## src/rtl/m_memdump.sv

```systemverilog
// Memory readback unit: reads a block of 32-bit words from a sync-read port and sends them out as UART 8N1, LSB byte first.
// Optional macro MEMDUMP_CHECKSUM_EN appends one XOR-of-all-bytes checksum byte before DONE.
module m_memdump #(
    parameter int unsigned ADDR_W       = 5,
    parameter int unsigned CLKS_PER_BIT = 4
) (
    input  logic              w_clk,
    input  logic              w_rst_n,
    input  logic              w_start,
    input  logic [ADDR_W-1:0] w_base,
    input  logic [ADDR_W:0]   w_count,
    output logic [ADDR_W-1:0] r_mem_addr,
    input  logic [31:0]       w_mem_rdata,
    output logic              r_txd,
    output logic              r_busy,
    output logic              r_done
);
    localparam int unsigned CNT_W  = (CLKS_PER_BIT > 2) ? $clog2(CLKS_PER_BIT) : 1;
    localparam int unsigned WCNT_W = ADDR_W + 1;
    localparam logic [CNT_W-1:0] BIT_LAST = CNT_W'(CLKS_PER_BIT - 1);

    typedef enum logic [2:0] {S_IDLE, S_RD, S_LAT, S_START, S_DATA, S_STOP, S_DONE} state_t;

    state_t             state, state_nx;
    logic [CNT_W-1:0]   bit_cnt, bit_cnt_nx;
    logic [2:0]         bit_idx, bit_idx_nx;
    logic [2:0]         bit_idx_inc;
    logic [1:0]         byte_idx, byte_idx_nx;
    logic [WCNT_W-1:0]  words_left, words_left_nx;
    logic [31:0]        shift, shift_nx;
    logic [ADDR_W-1:0]  mem_addr_nx;
    logic               txd_nx, busy_nx, done_nx;
    logic               bit_end;
`ifdef MEMDUMP_CHECKSUM_EN
    logic [7:0]         cks, cks_nx;
    logic               cks_phase, cks_phase_nx;
`endif

    // State and registered outputs
    always_ff @(posedge w_clk or negedge w_rst_n) begin
        if (!w_rst_n) begin
            state      <= S_IDLE;
            bit_cnt    <= '0;
            bit_idx    <= '0;
            byte_idx   <= '0;
            words_left <= '0;
            shift      <= '0;
            r_mem_addr <= '0;
            r_txd      <= 1'b1;
            r_busy     <= 1'b0;
            r_done     <= 1'b0;
`ifdef MEMDUMP_CHECKSUM_EN
            cks        <= '0;
            cks_phase  <= 1'b0;
`endif
        end else begin
            state      <= state_nx;
            bit_cnt    <= bit_cnt_nx;
            bit_idx    <= bit_idx_nx;
            byte_idx   <= byte_idx_nx;
            words_left <= words_left_nx;
            shift      <= shift_nx;
            r_mem_addr <= mem_addr_nx;
            r_txd      <= txd_nx;
            r_busy     <= busy_nx;
            r_done     <= done_nx;
`ifdef MEMDUMP_CHECKSUM_EN
            cks        <= cks_nx;
            cks_phase  <= cks_phase_nx;
`endif
        end
    end

    assign bit_end     = (bit_cnt == BIT_LAST);
    assign bit_idx_inc = bit_idx + 3'd1;

    // Next-state and next-output logic; txd is computed for the state being entered
    always_comb begin
        state_nx      = state;
        bit_cnt_nx    = bit_cnt;
        bit_idx_nx    = bit_idx;
        byte_idx_nx   = byte_idx;
        words_left_nx = words_left;
        shift_nx      = shift;
        mem_addr_nx   = r_mem_addr;
        txd_nx        = 1'b1;
        busy_nx       = r_busy;
        done_nx       = 1'b0;
`ifdef MEMDUMP_CHECKSUM_EN
        cks_nx        = cks;
        cks_phase_nx  = cks_phase;
`endif
        unique case (state)
            S_IDLE: begin
                if (w_start) begin
                    words_left_nx = w_count;
`ifdef MEMDUMP_CHECKSUM_EN
                    cks_nx        = '0;
`endif
                    if (w_count == '0) begin
                        state_nx = S_DONE;
                        done_nx  = 1'b1;
                    end else begin
                        mem_addr_nx = w_base;
                        busy_nx     = 1'b1;
                        state_nx    = S_RD;
                    end
                end
            end
            S_RD: state_nx = S_LAT;
            S_LAT: begin
                shift_nx    = w_mem_rdata;
                byte_idx_nx = '0;
                bit_cnt_nx  = '0;
                txd_nx      = 1'b0;
                state_nx    = S_START;
`ifdef MEMDUMP_CHECKSUM_EN
                cks_nx = cks ^ w_mem_rdata[7:0] ^ w_mem_rdata[15:8]
                             ^ w_mem_rdata[23:16] ^ w_mem_rdata[31:24];
`endif
            end
            S_START: begin
                txd_nx = 1'b0;
                if (bit_end) begin
                    bit_cnt_nx = '0;
                    bit_idx_nx = '0;
                    txd_nx     = shift[0];
                    state_nx   = S_DATA;
                end else begin
                    bit_cnt_nx = bit_cnt + CNT_W'(1);
                end
            end
            S_DATA: begin
                txd_nx = shift[bit_idx];
                if (bit_end) begin
                    bit_cnt_nx = '0;
                    if (bit_idx == 3'd7) begin
                        txd_nx   = 1'b1;
                        state_nx = S_STOP;
                    end else begin
                        bit_idx_nx = bit_idx_inc;
                        txd_nx     = shift[bit_idx_inc];
                    end
                end else begin
                    bit_cnt_nx = bit_cnt + CNT_W'(1);
                end
            end
            S_STOP: begin
                if (bit_end) begin
                    bit_cnt_nx = '0;
`ifdef MEMDUMP_CHECKSUM_EN
                    if (cks_phase) begin
                        state_nx = S_DONE;
                        done_nx  = 1'b1;
                    end else
`endif
                    if (byte_idx != 2'd3) begin
                        byte_idx_nx = byte_idx + 2'd1;
                        shift_nx    = {8'h00, shift[31:8]};
                        txd_nx      = 1'b0;
                        state_nx    = S_START;
                    end else if (words_left > WCNT_W'(1)) begin
                        words_left_nx = words_left - WCNT_W'(1);
                        mem_addr_nx   = r_mem_addr + ADDR_W'(1);
                        state_nx      = S_RD;
                    end else begin
`ifdef MEMDUMP_CHECKSUM_EN
                        cks_phase_nx = 1'b1;
                        shift_nx     = {24'h000000, cks};
                        txd_nx       = 1'b0;
                        state_nx     = S_START;
`else
                        state_nx = S_DONE;
                        done_nx  = 1'b1;
`endif
                    end
                end else begin
                    bit_cnt_nx = bit_cnt + CNT_W'(1);
                end
            end
            S_DONE: begin
                busy_nx  = 1'b0;
                state_nx = S_IDLE;
`ifdef MEMDUMP_CHECKSUM_EN
                cks_phase_nx = 1'b0;
`endif
            end
            default: state_nx = S_IDLE;
        endcase
    end
endmodule

```

## config.mk

```make
export PLATFORM = sky130hd
export DESIGN_NAME = m_memdump
export DESIGN_NICKNAME = d
export VERILOG_FILES = /design/src/rtl/m_memdump.sv
export SDC_FILE = /design/constraint.sdc
export NUM_CORES = 1
export LEC_CHECK = 0
export CELL_PAD_IN_SITES_DETAIL_PLACEMENT = 1
export CELL_PAD_IN_SITES_GLOBAL_PLACEMENT = 2
export CORE_ASPECT_RATIO = 0.6
export CORE_UTILIZATION = 25
export CTS_CLUSTER_SIZE = 24
export DETAILED_ROUTE_END_ITERATION = 10
export PLACE_DENSITY = 0.6
export SYNTH_ARGS = -nofsm -noshare
export SYNTH_HDL_FRONTEND = slang
export SYNTH_SLANG_ARGS = --single-unit
```

## constraint.sdc

```tcl
create_clock -name w_clk -period 2.1 [get_ports w_clk]
set_input_delay 0.42 -clock w_clk [delete_from_list [all_inputs] [get_ports w_clk]]
set_output_delay 0.42 -clock w_clk [all_outputs]
set_load 0.005 [all_outputs]
```

# Yosys cells after proc, flatten, opt, wreduce, memory -nomap -nowiden
# Index checks and enable logic that the tools add are counted.
# op_classes
reduce_logical	14
n_addsub	5
order_cmp	3
n_eq_ne	19
n_mux	51
# op_table
operator	n
$mux 32	2
$pmux 32 s2	1
$mux 3	11
$mux 5	5
$mux 6	4
$ne 2x2->1 const B	11
$pmux 3 s6	1
$mux 1	14
$eq 3x3->1 const B	4
$lt 3x6->1 const B	2
$pmux 6 s2	1
$pmux 5 s2	1
$reduce_and 5->1	2
$reduce_bool 2->1	5
$pmux 2 s2	2
$bmux 1 s3	2
$eq 3x2->1 const B	2
$gt 6x1->1 const B	1
$logic_not 6->1	1
$mux 2	3
$pmux 3 s2	1
$reduce_and 3->1	2
$reduce_and 6->1	1
$sub 6x1->6 const B	1
other kinds (10)	12
# word_totals
out_inout_bits	8
register_bits	56

# Longest topological paths before layout
# logic_depth
word_depth	6
depth_mapped	7
mapped_depth_nobuf	6

# Least setup slack after synthesis
# Ideal clock, no wire load.
# synth_path
kind	reg2reg
startpoint	reg bit_idx[1]
endpoint	reg r_txd
t_arrival_ns	1.806
t_required_ns	2.038
stages_incl_launch_ff	6
path_buffers	0
path_slack_ns	0.232
setup_ns	0.062
path_cell_list	dfrtp_1 ha_1 ha_1 mux4_2 a221oi_2 o32a_1
# synth_between
elab_chain_len	6
word_cells_on_any_way	9
classes_between	1 x add/sub; 1 x eq/ne; 7 x mux
# synth_rtl
item	line_no	rtl
from (decl)	26	logic [2:0] bit_idx, bit_idx_nx;
from (signal assigned)	59	bit_idx <= bit_idx_nx;
$add 3x1->3	75	assign bit_idx_inc = bit_idx + 3'd1;
$bmux 1 s3	142	txd_nx = shift[bit_idx_inc];
$mux 1 (not written as such)	142	
$mux 1	137	if (bit_idx == 3'd7) begin
$mux 1 (*)	135	if (bit_end) begin
$pmux 1 s4 (*)	93	unique case (state)
via txd_nx	32	logic txd_nx, busy_nx, done_nx;
to (signal assigned)	64	r_txd <= txd_nx;
to (decl)	14	output logic r_txd,
# Mark *: on every way through the listed nets, which the timed path passes. The rest lies on a longest branch. The select of a mux whose other input is x is not followed.
# A chain may end at the register's enable or synchronous reset.

# Final worst setup path
# Ends and elaborated chain as after synthesis.

==> flow_metrics.tcl <==
set metrics [dict create \
    power.density_nw_per_um2 500 \
    syn_avg_cell_area_sq_um 10.3 \
    worst_ep_required_time_ns 2.34 \
    end_kind "flip-flop" \
    whs_ns 0.0615 \
    cts-buffers-inserted 5 \
    cts_sinks 56 \
    synth_edf_count 0 \
    fp-row-count 31 \
    wl_per_cell_um 17.2 \
    yosys-top-cells-area "dfrtp_1, mux2i_1, o21ai_0" \
    layout_min_cycle_time_ns 1.99 \
    hpwl_um 6810 \
    worstSkewPairLatency_ns 0.30 \
    max_slew_margin 0.687 \
    drcViolationCount 0 \
    hold_viol_final 0 \
    slew_violations 0 \
    cpMostUsedCell "ha_1" \
    nNetsFinal 427 \
    crit_path_top_delay_cell "mux4_2" \
    first_iter_violations 178 \
    holdBufCountCts 0 \
    synthCells 312 \
    fmax_mhz 502 \
    synth_nets 366 \
    core_area_sq_um 12300 \
    synth.largest_area_cell "dfrtp_1" \
    crit_buf_inv 0 \
    crit_family "multiplexers" \
    vias_per_cell 4.94 \
    ys.flop_type "dfrtp_1" \
    area_growth_pct 30.5 \
    cap_violations 0 \
    portBuffers 53 \
    antenna_found_initial 0 \
    die_y_um 89.8 \
    ant_nets 0 \
    yosysTopAreaCellShare 0.428 \
    worst_pin_slew_ns 0.462 \
    yosysWarnings 0 \
    die_width_um 148 \
    first_pass_iters 4 \
    setup_viol 0 \
    finalSetupTns_ns 0 \
    synthTopCellsByCount "dfrtp_1, nand2_1, o21ai_0" \
    first_global_vias 2781 \
    clk_path_buf_depth 2 \
    hold_class "input port to async pin" \
    grt_max_degree 61 \
    drive_gt1_frac 0.142 \
    antenna_cells 0 \
    die_area_sq_um 13300 \
    cts.clk_slew.worst_paths_ns 0.08 \
    worstPathCellList "ha_1 > ha_1 > mux4_2 > a221oi_2 > o32a_1" \
    gr-usage-all-layers 0.148 \
    cts_tree "yes" \
    start_kind "flip-flop" \
    leakage_nw 1.69 \
    fin_util 0.341 \
    netlist_area_sq_um 3210 \
    cts_resized 0 \
    min_period_over_period 0.949 \
    synthMostInstantiatedCell "dfrtp_1" \
    routed_wl_um 9250 \
    io_pins 54 \
    yosysSeqAreaShare 0.437 \
    htreeDepth 2 \
    rsz0062_at_grt "no" \
    crit_path_max_incr_delay_ns 0.54 \
    ir_drop_uv 274 \
    globalRouteOverflowTotal 0 \
    path_max_fanout 4 \
    vias 2660 \
    cts_root_buf "clkbuf_16" \
    cts_setup_buffers 0 \
    skew_ns 0.00680 \
    critPathKind "flip-flop to flip-flop" \
    critPathArrivalTime_ns 2.24 \
    start_util 0.261 \
    grt_pass1_wl_um 15400 \
    routabilityCongestion 0.751 \
    synth_cell_types 58 \
    synth_seq_cells 56 \
    synthArstFlopShare 1.00 \
    status "completed" \
]
-- cell type report --
| type | instances | area (sq um) |
|---|---|---|
| Multi-Input combinational cell | 229 | 1690 |
| Tap cell | 165 | 206 |
| Inverter | 7 | 26.3 |
| Timing Repair Buffer | 74 | 721 |
| Clock buffer | 5 | 125 |
| Sequential cell | 56 | 1400 |
| Fill cell | 1363 | 8100 |
| Clock inverter | 3 | 21.3 |
-- path summary, 6_finish.rpt --
check	from	cells past startpoint	endpoint	slack [ns]
max	bit_idx[1]$_DFFE_PN0P_	5	r_txd$_DFF_PN1_	0.11
min	w_rst_n	1	words_left[5]$_DFFE_PN0P_	0.06
max reg2reg	bit_idx[1]$_DFFE_PN0P_	5	r_txd$_DFF_PN1_	0.11
min reg2reg	shift[16]$_DFFE_PN0P_	2	shift[16]$_DFFE_PN0P_	0.48
max in group asynchronous	w_rst_n	2	r_txd$_DFF_PN1_	1.39
min in group w_clk	shift[16]$_DFFE_PN0P_	2	shift[16]$_DFFE_PN0P_	0.48
-- worst register-to-register path, cell delays in order (launching register included) --
cell and delay, ns:
dfrtp_2 0.45, ha_1 0.20, ha_1 0.31, mux4_2 0.54, a221oi_2 0.26, o32a_1 0.19
-- cell usage in the layout (no fill, tap or decap), types with 4 or more instances in the layout --
cell type / netlist / routed
a22o_1: 9 / 9
and3_1: 4 / 4
nor2_1: 11 / 11
o22ai_1: 6 / 5
clkbuf_16: 0 / 5
a21oi_1: 10 / 10
o2bb2ai_1: 6 / 6
nand2_1: 40 / 40
o21ai_0: 33 / 33
mux2i_1: 31 / 31
dfrtp_1: 55 / 54
ha_1: 8 / 8
inv_1: 7 / 7
nor3_1: 9 / 9
buf_4: 0 / 18
clkdlybuf4s50_1: 0 / 52
-- routing by layer --
metal / GRT usage / vias to the layer above / wire length [um]
li1: - / 1282 / -
met5: 0 / - / 0
met2: 0.196 / 31 / 3580
met4: 0.0258 / 0 / 55
met3: 0.0294 / 5 / 291
met1: 0.242 / 1342 / 5320
-- kinds of logic (layout without fill, tap and decap cells) --
group | count (synthesis) | count (layout) | synth area share
fa+ha+maj | 8 | 8 | 0.0312
mux | 39 | 39 | 0.135
buf+inv | 27 | 89 | 0.0421
simple gates | 90 | 90 | 0.154
flops | 56 | 56 | 0.437
compound gates | 92 | 92 | 0.201
-- power by group --
group	internal [mW]	total (mW)	switching, mW
sequential	1.08	1.08	0.00183
combinational	0.0927	0.149	0.0567
clock	0.446	0.866	0.420
total	1.62	2.10	0.479
-- state kept, by name, summed over array words and instances (netlist names) --
signal	count
words_left	6
byte_idx	2
r_mem_addr	5
shift	32
r_done	1
bit_cnt	2
bit_idx	3
r_busy	1
r_txd	1
state	3
-- through the flow --
step / std cells / power [mW] / cell area, sq um / setup WS, ns
after detailed placement: 531 / 1.25 / 4050 / 0.0321
after CTS: 539 / 2.15 / 4190 / 0.0926
final: 539 / 2.10 / 4190 / 0.106
after global placement: 531 / 1.25 / 4050 / 0.0332
after floorplan: 312 / 1.12 / 3210 / 0.232
after global routing: 539 / 2.19 / 4190 / 0.00193
No activity file was read; power rests on OpenSTA's default activity.
